File: src/rtl/kn_row_fetch.sv
// kn_row_fetch: sweeps k rows of the KxN weight SRAM and streams each assembled row out with backpressure
module kn_row_fetch #(
  parameter int KMAX   = 1024,
  parameter int N      = 8,
  parameter int DATA_W = 32,
  parameter int BYTE_W = DATA_W / 8,
  parameter int K_W    = (KMAX <= 1) ? 1 : $clog2(KMAX),
  parameter int N_W    = (N <= 1) ? 1 : $clog2(N)
) (
  input  logic                clk,
  input  logic                rst,
  input  logic                cmd_valid,
  output logic                cmd_ready,
  input  logic [K_W-1:0]      cmd_k_base,
  input  logic [K_W:0]        cmd_k_cnt,
  output logic                x_en,
  output logic                x_re,
  output logic                x_we,
  output logic [K_W-1:0]      x_k,
  output logic [N_W-1:0]      x_n,
  output logic [DATA_W-1:0]   x_wdata,
  output logic [BYTE_W-1:0]   x_wmask,
  input  logic [DATA_W-1:0]   x_rdata,
  input  logic                x_rvalid,
  output logic                row_valid,
  input  logic                row_ready,
  output logic [N*DATA_W-1:0] row_data,
  output logic [K_W-1:0]      row_k,
  output logic                row_last,
  output logic                busy,
  output logic                done
);
  typedef enum logic [1:0] {IDLE, ISSUE, DRAIN, DONE} state_t;
  localparam logic [K_W:0]   KMAX_C = (K_W+1)'(KMAX);
  localparam logic [K_W:0]   ONE    = (K_W+1)'(1);
  localparam logic [K_W-1:0] KLAST  = (K_W)'(KMAX - 1);
  localparam logic [N_W-1:0] NLAST  = (N_W)'(N - 1);
  state_t                       state_q, state_d;
  logic [K_W-1:0]               k_cur_q, k_cur_d;
  logic [K_W:0]                 rows_left_q, rows_left_d;
  logic [N_W-1:0]               n_iss_q, n_iss_d;
  logic                         tag_v_q, tag_v_d;
  logic [N_W-1:0]               tag_lane_q, tag_lane_d;
  logic [K_W-1:0]               tag_k_q, tag_k_d;
  logic                         tag_last_q, tag_last_d;
  logic [N-1:0][DATA_W-1:0]     asm_q, asm_d;
  logic                         asm_full_q, asm_full_d;
  logic [K_W-1:0]               asm_k_q, asm_k_d;
  logic                         asm_last_q, asm_last_d;
  logic                         row_valid_q, row_valid_d;
  logic [N-1:0][DATA_W-1:0]     row_data_q, row_data_d;
  logic [K_W-1:0]               row_k_q, row_k_d;
  logic                         row_last_q, row_last_d;
  logic [K_W:0]                 cnt_clip;
  logic                         xfer, issue;
  assign cnt_clip  = (cmd_k_cnt > KMAX_C) ? KMAX_C : cmd_k_cnt;
  assign xfer      = asm_full_q && (!row_valid_q || row_ready);
  assign issue     = (state_q == ISSUE) && ((n_iss_q != '0) || (!tag_v_q && (!asm_full_q || xfer)));
  assign cmd_ready = (state_q == IDLE);
  assign busy      = (state_q != IDLE);
  assign done      = (state_q == DONE);
  assign x_en      = issue;
  assign x_re      = issue;
  assign x_we      = 1'b0;
  assign x_k       = k_cur_q;
  assign x_n       = n_iss_q;
  assign x_wdata   = '0;
  assign x_wmask   = '0;
  assign row_valid = row_valid_q;
  assign row_data  = row_data_q;
  assign row_k     = row_k_q;
  assign row_last  = row_last_q;
  // Next state: command sequencing, read issue/tagging, row assembly and output transfer
  always_comb begin
    state_d     = state_q;
    k_cur_d     = k_cur_q;
    rows_left_d = rows_left_q;
    n_iss_d     = n_iss_q;
    tag_v_d     = issue;
    tag_lane_d  = n_iss_q;
    tag_k_d     = k_cur_q;
    tag_last_d  = (rows_left_q == ONE);
    asm_d       = asm_q;
    asm_full_d  = xfer ? 1'b0 : asm_full_q;
    asm_k_d     = asm_k_q;
    asm_last_d  = asm_last_q;
    row_valid_d = xfer || (row_valid_q && !row_ready);
    row_data_d  = xfer ? asm_q : row_data_q;
    row_k_d     = xfer ? asm_k_q : row_k_q;
    row_last_d  = xfer ? asm_last_q : row_last_q;
    if (x_rvalid && tag_v_q) begin
      asm_d[tag_lane_q] = x_rdata;
      if (tag_lane_q == NLAST) begin
        asm_full_d = 1'b1;
        asm_k_d    = tag_k_q;
        asm_last_d = tag_last_q;
      end
    end
    if (state_q == IDLE && cmd_valid) begin
      state_d     = (cnt_clip == '0) ? DONE : ISSUE;
      k_cur_d     = cmd_k_base;
      rows_left_d = cnt_clip;
      n_iss_d     = '0;
    end else if (issue) begin
      n_iss_d = (n_iss_q == NLAST) ? '0 : n_iss_q + 1'b1;
      if (n_iss_q == NLAST) begin
        rows_left_d = rows_left_q - ONE;
        k_cur_d     = (k_cur_q == KLAST) ? '0 : k_cur_q + 1'b1;
        state_d     = (rows_left_q == ONE) ? DRAIN : ISSUE;
      end
    end else if (state_q == DRAIN && row_valid_q && row_ready && row_last_q) begin
      state_d = DONE;
    end else if (state_q == DONE) begin
      state_d = IDLE;
    end
  end
  // Register all state; active-low synchronous reset clears everything including partial rows and tags
  always_ff @(posedge clk) begin
    if (!rst) begin
      state_q     <= IDLE;
      k_cur_q     <= '0;
      rows_left_q <= '0;
      n_iss_q     <= '0;
      tag_v_q     <= 1'b0;
      tag_lane_q  <= '0;
      tag_k_q     <= '0;
      tag_last_q  <= 1'b0;
      asm_q       <= '0;
      asm_full_q  <= 1'b0;
      asm_k_q     <= '0;
      asm_last_q  <= 1'b0;
      row_valid_q <= 1'b0;
      row_data_q  <= '0;
      row_k_q     <= '0;
      row_last_q  <= 1'b0;
    end else begin
      state_q     <= state_d;
      k_cur_q     <= k_cur_d;
      rows_left_q <= rows_left_d;
      n_iss_q     <= n_iss_d;
      tag_v_q     <= tag_v_d;
      tag_lane_q  <= tag_lane_d;
      tag_k_q     <= tag_k_d;
      tag_last_q  <= tag_last_d;
      asm_q       <= asm_d;
      asm_full_q  <= asm_full_d;
      asm_k_q     <= asm_k_d;
      asm_last_q  <= asm_last_d;
      row_valid_q <= row_valid_d;
      row_data_q  <= row_data_d;
      row_k_q     <= row_k_d;
      row_last_q  <= row_last_d;
    end
  end
endmodule

File: config.mk
export PLATFORM = sky130hd
export DESIGN_NAME = kn_row_fetch
export DESIGN_NICKNAME = d
export VERILOG_FILES = /design/src/rtl/kn_row_fetch.sv
export SDC_FILE = /design/constraint.sdc
export NUM_CORES = 1
export LEC_CHECK = 0
export CORE_ASPECT_RATIO = 0.5
export CORE_UTILIZATION = 30
export CTS_BUF_LIST = sky130_fd_sc_hd__clkbuf_4 sky130_fd_sc_hd__clkbuf_8
export DETAILED_ROUTE_END_ITERATION = 10
export PLACE_DENSITY = 0.51
export SLEW_MARGIN = 20
export SYNTH_ARGS = -nofsm -noshare
export SYNTH_HDL_FRONTEND = slang
export SYNTH_SLANG_ARGS = --single-unit
File: constraint.sdc
create_clock -name clk -period 2.15 [get_ports clk]
set_input_delay 0.215 -clock clk [delete_from_list [all_inputs] [get_ports clk]]
set_output_delay 0.215 -clock clk [all_outputs]
set_load 0.02 [all_outputs]
==> impl_metrics.py, run 1 <==
metrics = {
    "status": {
        "run_status": "completed",
    },
    "setup_path": {
        "arrival_ns": 1.85,
        "critPathLaunchType": "flip-flop",
        "r2r_start": "x_n[0]$_SDFFE_PP0N_",
        "cp_max_fo": 4,
        "crit_type": "flip-flop to primary output",
        "ff2ff_path_depth": 10,
        "rrSetupSlack_ns": 0.15,
        "critPathLaunch": "x_n[0]$_SDFFE_PP0N_",
        "reg2reg_to": "state_q[1]$_SDFFE_PN0P_",
        "cp-end-kind": "primary output",
        "required_ns": 1.93,
    },
    "final_layout": {
        "syn2layout_area_growth_pct": 33.7,
        "final_util_pct": 40.9,
        "drive_gt1_share_pct": 10.2,
        "nets": 3052,
    },
    "cts": {
        "clock-sinks": 577,
        "clockBufferDepth": 3,
        "htree_levels": 3,
        "numCtsBuffers": 86,
        "cts_tree": "built",
        "cts_root_buf": "clkbuf_8",
        "path_clk_slew_ns": 0.06,
        "clk_latency_ns": 0.66,
    },
    "yosys": {
        "ys_async_sr_fraction_pct": 0,
        "synth-edff-count": 0,
        "yosys_warnings": 0,
        "synth_area_mm2": 0.0206,
        "avgSynthCellArea_um2": 7.79,
        "yosysTopAreaCellShare_pct": 56.0,
        "syn_inst": 2648,
        "ys_seq_elements": 577,
        "ys_types": 49,
        "yosysSeqAreaShare_pct": 56.0,
        "ys_top_cells_by_count": "nand2_1, dfxtp_1, a21oi_1",
        "synth_top_cell_by_area": "dfxtp_1",
        "synthTopCellsByArea": "dfxtp_1, nand2_1, a21oi_1",
        "synth.most_common_cell": "nand2_1",
        "synth_ff_type": "dfxtp_1",
    },
    "global_route": {
        "grt_overflow": 0,
        "grt_pass1_vias": 17500,
        "antenna_found_initial": 5,
        "track_usage_pct": 20.3,
        "grt_pass1_wl_um": 109000,
        "grt_max_degree": 85,
    },
    "power_and_ir_drop": {
        "p_sw_share_pct": 23.8,
        "p_seq_share_pct": 50.4,
        "p_leak_uw": 0.00918,
        "power.switching_uw": 5120,
        "power_uw": 21500,
        "power_density_mw_per_mm2": 779,
        "p_int_uw": 16400,
        "comb_power_share_pct": 5.6,
        "peakVddDrop_mv": 0.426,
        "clock_power_share_pct": 44.0,
    },
    "die": {
        "coreArea_mm2": 0.0675,
        "die_area_mm2": 0.0699,
        "dieHeight_um": 187,
        "num_rows": 67,
        "initial_utilization_pct": 30.6,
        "die_w_um": 373,
        "ioPinCount": 381,
    },
    "detailed_routing": {
        "routed_wl_um": 73800,
        "avgRoutedWirePerCell_um": 18.7,
        "drtPass1Iterations": 5,
        "vias": 18600,
        "vias_per_cell": 4.72,
        "ant_nets": 0,
        "drc_errors": 0,
        "drt-initial-drc-count": 1308,
    },
    "timing": {
        "worst_pin_slew_ns": 0.702,
        "slew_headroom_pct": 53.2,
        "skew_ns": 0.0416,
        "fin_crit_sh_pct": 96.0,
        "finalCriticalPeriod_ns": 2.06,
        "hold_violations": 0,
        "slew_viol_final": 0,
        "setup_viol": 0,
        "max_clock_freq_ghz": 0.485,
    },
    "worst_hold_path": {
        "min_delay_path_depth": 3,
        "holdPathEnd": "x_k[2]$_SDFFE_PN0P_",
        "holdCritPathClass": "input pin to flip-flop",
        "hold_path_startpoint": "cmd_k_base[2]",
    },
    "place": {
        "place_hpwl_um": 48500,
        "gp_congestion": 0.798,
        "numPortBuffers": 343,
    },
    "job": {
        "cap_violations": 0,
    },
}
worst max-delay path, stage by stage, from the launching register on:
cell	delay (ns)
dfxtp_2	0.32
buf_4	0.14
inv_1	0.09
ha_1	0.16
nand2b_1	0.07
a22o_1	0.27
buf_6	0.15
repair_timing:
item	in CTS	in global routing
pin swaps	1	0
gates resized for setup	15	4
setup buffers	1	0
setup endpoints to repair	5	6
hold buffers	0	0
final cells by class:
cell class	count	area (um^2)
flip-flops and latches	577	11600
well taps	897	1120
multi-input cells	1841	8080
diodes	1	2.50
inverters	8	37.5
clock inverters	7	45.0
fillers	6833	39900
repair buffers	474	4970
clock buffers	145	1780
layout by cell type (no fill, tap or decap), drive strengths merged, types with 13 or more instances in the layout:
cell type and count:
nor2 30, a21oi 557, clkbuf 145, buf 133, dfxtp 577, clkdlybuf4s50 338
nand3 13, nand2 1087, and2 14, conb 37
registers in the layout, summed over array words and instances (netlist names), 2 cells and up:
register and count:
tag_k_q 10, x_n 3, asm_q 256, row_data 256
x_k 10, asm_k_q 10, tag_lane_q 3, row_k 10
state_q 2, rows_left_q 11
cell families (layout without fill, tap and decap cells):
| logic type | after synthesis | in the layout | share of synthesized area [%] |
|---|---|---|---|
| compound gates | 595 | 595 | 14.8 |
| flops | 577 | 577 | 56.0 |
| fa+ha+maj | 6 | 6 | 0.364 |
| mux | 3 | 3 | 0.146 |
| simple gates | 1194 | 1194 | 22.7 |
| xor+xnor | 6 | 6 | 0.255 |
| other cells | 1 | 38 | 0.0182 |
| buf+inv | 266 | 634 | 5.75 |
stage by stage:
step	instance area [um^2]	hold WS, ns	setup slack, ns	TNS, ns	std cells
2_1_floorplan	20800	0.345	0.0795	0	2684
3_3_place_gp	25700	0.425	0.146	0	3796
3_5_place_dp	25700	0.429	0.102	0	3796
6_report	27600	0.119	0.0866	0	3950
5_1_grt	27600	0.102	-0.00498	-0.00936	3950
4_1_cts	27600	0.0633	0.00870	0	3949
power groups by stage:
stage | sequential (uW) | clock, uW | combinational [uW]
finish | 10800 | 9470 | 1190
global route | 10800 | 10200 | 1260
CTS | 10800 | 9710 | 1190
detailed placement | 11100 | 0 | 1180
global placement | 11100 | 0 | 1180
floorplan | 11100 | 0 | 578
routing by layer:
layer | GRT usage, % | up-vias | wire [um]
met3 | 3.07 | 103 | 3420
li1 | - | 9143 | -
met1 | 25.3 | 8929 | 30800
met4 | 5.55 | 0 | 1650
met5 | 0 | - | 0
met2 | 36.3 | 460 | 37800
worst max path at each step:
stage	end	slack (ns)	cells past startpoint
floorplan	x_k[8]$_SDFFE_PN0P_	0.08	8
global placement	asm_q[106]$_SDFFE_PN0P_	0.15	5
detailed placement	asm_q[99]$_SDFFE_PN0P_	0.10	5
CTS	x_re	0.009	6
global route	x_en	-0.005	6
finish	x_en	0.09	6
No activity file was read; power rests on OpenSTA's default activity.
==> inputs of run 2 (changes only) <==
- CTS_CLUSTER_SIZE: not set -> 12
==> impl_metrics.py, run 2 (same netlist as run 1, synthesis figures left out) <==
metrics = {
    "status": {
        "run_status": "completed",
    },
    "detailed_routing": {
        "vias_per_cell": 4.71,
        "vias": 18600,
        "routed_wl_um": 73700,
        "drt-initial-drc-count": 1383,
        "avgRoutedWirePerCell_um": 18.7,
        "drtPass1Iterations": 6,
        "ant_nets": 0,
        "drc_errors": 0,
    },
    "setup_path": {
        "arrival_ns": 1.85,
        "critPathLaunch": "x_n[0]$_SDFFE_PP0N_",
        "r2r_start": "x_n[0]$_SDFFE_PP0N_",
        "critPathLaunchType": "flip-flop",
        "cp-end-kind": "primary output",
        "required_ns": 1.93,
        "cp_max_fo": 4,
        "crit_type": "flip-flop to primary output",
    },
    "cts": {
        "clk_latency_ns": 0.66,
        "clock-sinks": 577,
        "cts_tree": "built",
        "numCtsBuffers": 86,
        "clockBufferDepth": 3,
        "path_clk_slew_ns": 0.06,
        "htree_levels": 3,
        "cts_root_buf": "clkbuf_8",
    },
    "die": {
        "initial_utilization_pct": 30.6,
        "dieHeight_um": 187,
        "num_rows": 67,
        "coreArea_mm2": 0.0675,
        "die_area_mm2": 0.0699,
        "ioPinCount": 381,
        "die_w_um": 373,
    },
    "final_layout": {
        "fin_area_mm2": 0.0276,
        "drive_gt1_share_pct": 10.0,
        "final_cell_mix": "nand2_1, dfxtp_1, a21oi_1",
        "nets": 3052,
        "finalNonFillerCells": 3946,
        "layout.cells.most_common": "nand2_1",
        "n_antenna_cell": 0,
        "syn2layout_area_growth_pct": 33.8,
    },
    "power_and_ir_drop": {
        "p_sw_share_pct": 23.7,
        "comb_power_share_pct": 5.5,
        "p_seq_share_pct": 50.1,
        "peakVddDrop_mv": 0.422,
        "p_int_uw": 16500,
        "p_leak_uw": 0.00918,
        "clock_power_share_pct": 44.4,
        "power_density_mw_per_mm2": 784,
        "power.switching_uw": 5140,
    },
    "place": {
        "place_area_mm2": 0.0257,
        "place_hpwl_um": 48500,
        "gp_congestion": 0.798,
        "dp.cells": 3796,
        "dp_slack_ns": 0.102,
        "numPortBuffers": 343,
    },
    "global_route": {
        "grt_pass1_vias": 17500,
        "track_usage_pct": 20.3,
        "antenna_found_initial": 4,
        "grt_pass1_wl_um": 109000,
        "grt_max_degree": 85,
        "grt_overflow": 0,
    },
    "timing": {
        "hold_violations": 0,
        "finalCriticalPeriod_ns": 2.07,
        "worst_pin_slew_ns": 0.707,
        "slew_headroom_pct": 52.8,
        "slew_viol_final": 0,
        "fin_ws_ns": 0.0817,
        "setup_viol": 0,
        "max_clock_freq_ghz": 0.483,
        "skew_ns": 0.0261,
        "fin_setup_tns_ns": 0,
        "fin_crit_sh_pct": 96.2,
    },
    "job": {
        "cap_violations": 0,
    },
    "worst_hold_path": {
        "holdCritPathClass": "input pin to flip-flop",
        "hold_path_startpoint": "cmd_k_base[2]",
    },
}
[run 2: changes by cell type in the layout (fill, tap and decap cells not counted), sizes merged]
cell / previous run / this run
clkinv: 5 / 2
diode: 1 / 0
clkbuf: 145 / 143
bufinv: 0 / 1
clkinvlp: 0 / 1
[run 2: per-stage QoR]
stage               hold WS (ns)  utilization, %  total power (uW)
global placement           0.425            38.1             12300
global route               0.103            40.9             22500
finish                     0.118            40.9             21600
detailed placement         0.429            38.1             12300
CTS                       0.0638            40.9             21900
floorplan                  0.345               -             11600
[run 2: layer usage]
| metal | routed length [um] | GRT usage [%] | vias to the layer above |
|---|---|---|---|
| li1 | - | - | 9131 |
| met1 | 30900 | 25.3 | 8944 |
| met2 | 37800 | 36.3 | 423 |
| met3 | 3340 | 3.12 | 106 |
| met4 | 1680 | 5.53 | 0 |
| met5 | 0 | 0 | - |
[run 2: power by group through the flow]
stage,sequential [uW],combinational [uW],clock (uW)
after detailed placement,11100,1180,0
after CTS,10800,1190,9840
final,10800,1190,9600
after global placement,11100,1180,0
after floorplan,11100,578,0
after global routing,10800,1260,10400
[run 2: area by class of cell]
cell class	count	area (um^2)
fill	6828	39900
sequential	577	11600
multi-input combinational	1841	8080
timing repair buffer	474	4970
clock buffer	143	1770
tap	897	1120
clock inverter	6	67.6
inverter	8	37.5
[run 2: worst paths after layout]
kind,to,slack (ns),depth (start not counted)
max,x_en,0.08,6
min,x_k[2]$_SDFFE_PN0P_,0.12,3
max reg2reg,state_q[1]$_SDFFE_PN0P_,0.15,10
min reg2reg,row_data[230]$_SDFFE_PN0P_,0.43,2
[run 2: worst max-delay path, cell delays in order (launching register included)]
cell	delay, ns
dfxtp_1	0.34
buf_4	0.13
inv_1	0.06
ha_1	0.20
nand2b_1	0.09
a22o_1	0.23
buf_6	0.15
[run 2: repair_timing]
item / CTS / global route
setup buffers: 1 / 0
pin swaps: 1 / 1
gates resized for setup: 14 / 4
hold buffers: 0 / 0
endpoints found under the hold margin: 0 / 0
setup endpoints to repair: 5 / 5
==> inputs of run 3 (changes only) <==
- CORE_MARGIN: not set -> 3
==> impl_metrics.py, run 3 (same netlist as run 1, synthesis figures left out) <==
metrics = {
    "status": {
        "run_status": "completed",
    },
    "final_layout": {
        "final_cell_mix": "nand2_1, dfxtp_1, a21oi_1",
        "finalNonFillerCells": 3961,
        "fillers": 6866,
        "layout.cells.most_common": "nand2_1",
        "syn2layout_area_growth_pct": 34.1,
        "nets": 3059,
        "drive_gt1_share_pct": 10.6,
        "fin_area_mm2": 0.0277,
    },
    "power_and_ir_drop": {
        "peakVddDrop_mv": 0.354,
        "power_density_mw_per_mm2": 786,
        "p_leak_uw": 0.00923,
    },
    "die": {
        "die_w_um": 377,
        "num_rows": 67,
        "initial_utilization_pct": 30.6,
        "die_area_mm2": 0.0721,
        "ioPinCount": 381,
        "coreArea_mm2": 0.0675,
        "dieHeight_um": 191,
    },
    "place": {
        "gp_congestion": 0.800,
        "place_hpwl_um": 49300,
        "dp.cells": 3803,
        "numPortBuffers": 343,
        "place_area_mm2": 0.0257,
    },
    "setup_path": {
        "required_ns": 1.93,
        "cp-end-kind": "primary output",
        "crit_type": "flip-flop to primary output",
        "ff2ff_path_depth": 8,
        "r2r_start": "rows_left_q[1]$_SDFFE_PN0P_",
        "rrSetupSlack_ns": 0.22,
        "arrival_ns": 1.84,
        "cp_max_fo": 3,
        "critPathLaunchType": "flip-flop",
        "reg2reg_to": "state_q[1]$_SDFFE_PN0P_",
    },
    "global_route": {
        "grt_pass1_vias": 17900,
        "grt_max_degree": 58,
        "grt_pass1_wl_um": 109000,
        "antenna_found_initial": 3,
        "track_usage_pct": 20.0,
        "grt_overflow": 0,
    },
    "detailed_routing": {
        "ant_nets": 0,
        "vias": 18700,
        "drtPass1Iterations": 6,
        "routed_wl_um": 74300,
        "drc_errors": 0,
        "vias_per_cell": 4.73,
        "drt-initial-drc-count": 1261,
        "avgRoutedWirePerCell_um": 18.7,
    },
    "worst_hold_path": {
        "hold_path_startpoint": "cmd_k_base[2]",
        "min_delay_path_depth": 3,
        "holdCritPathClass": "input pin to flip-flop",
        "holdPathEnd": "x_k[2]$_SDFFE_PN0P_",
    },
    "cts": {
        "cts_hold_buf": 0,
        "clk_latency_ns": 0.65,
        "htree_levels": 3,
        "cts_root_buf": "clkbuf_8",
        "numCtsBuffers": 86,
        "path_clk_slew_ns": 0.07,
        "cts_tree": "built",
        "clockBufferDepth": 3,
        "clock-sinks": 577,
    },
    "timing": {
        "skew_ns": 0.0270,
        "worst_pin_slew_ns": 0.711,
        "setup_viol": 0,
        "slew_viol_final": 0,
        "max_clock_freq_ghz": 0.486,
        "finalCriticalPeriod_ns": 2.06,
        "hold_ws_ns": 0.108,
        "hold_violations": 0,
        "slew_headroom_pct": 52.6,
        "fin_crit_sh_pct": 95.8,
        "fin_setup_tns_ns": 0,
    },
    "job": {
        "cap_violations": 0,
    },
}
## run 3: worst max path at each step
stage	startpoint	slack, ns	depth (start not counted)	endpoint
detailed placement	x_n[0]$_SDFFE_PP0N_	0.09	7	x_k[4]$_SDFFE_PN0P_
floorplan	x_n[0]$_SDFFE_PP0N_	0.08	8	x_k[8]$_SDFFE_PN0P_
CTS	x_n[0]$_SDFFE_PP0N_	-0.01	6	x_en
global route	x_n[0]$_SDFFE_PP0N_	-0.005	6	x_en
global placement	x_n[0]$_SDFFE_PP0N_	0.14	7	x_k[4]$_SDFFE_PN0P_
finish	x_n[1]$_SDFFE_PP0N_	0.09	6	x_en
## run 3: what timing repair did
item	in CTS	in global routing
resized for setup	15	9
setup endpoints to repair	5	24
setup buffers	0	1
pin swaps	1	1
## run 3: critical path, cell delays in order (launching register included)
cell and delay (ns):
dfxtp_1 0.31, buf_4 0.14, inv_2 0.08, ha_1 0.15
nand2b_1 0.10, a22o_4 0.26, buf_4 0.16
## run 3: metal layers
| layer | vias up | part of all wire (%) | track usage, % |
|---|---|---|---|
| li1 | 9162 | - | - |
| met1 | 8975 | 42 | 24.9 |
| met2 | 477 | 50 | 34.4 |
| met3 | 133 | 5.9 | 3.95 |
| met4 | 0 | 2.9 | 6.81 |
| met5 | - | 0 | 0 |
## run 3: final cells by class
cell class                      instances  area, um^2  share of cell area (%)
Multi-Input combinational cell       1841        8100                    29.3
Clock inverter                          8        75.1                   0.271
Tap cell                              897        1120                    4.06
Timing Repair Buffer                  481        4950                    17.9
Antenna cell                            2        5.00                  0.0181
Clock buffer                          147        1820                    6.57
Sequential cell                       577       11600                    41.8
Inverter                                8        40.0                   0.145
## run 3: metrics by stage
stage / total power, uW / utilization [%] / setup WS (ns)
after floorplan: 11600 / - / 0.0795
after global placement: 12200 / 38.1 / 0.141
after detailed placement: 12200 / 38.1 / 0.0911
after CTS: 22000 / 40.9 / -0.0103
after global routing: 22600 / 41.0 / -0.00473
final: 21800 / 41.0 / 0.0911
## run 3: where the power goes
part | total (uW) | leakage (uW) | switching (uW) | internal, uW
Clock | 9750 | 0.00101 | 4320 | 5420
Sequential | 10800 | 0.00465 | 76.0 | 10800
Combinational | 1170 | 0.00356 | 758 | 411
Total | 21800 | 0.00923 | 5160 | 16600
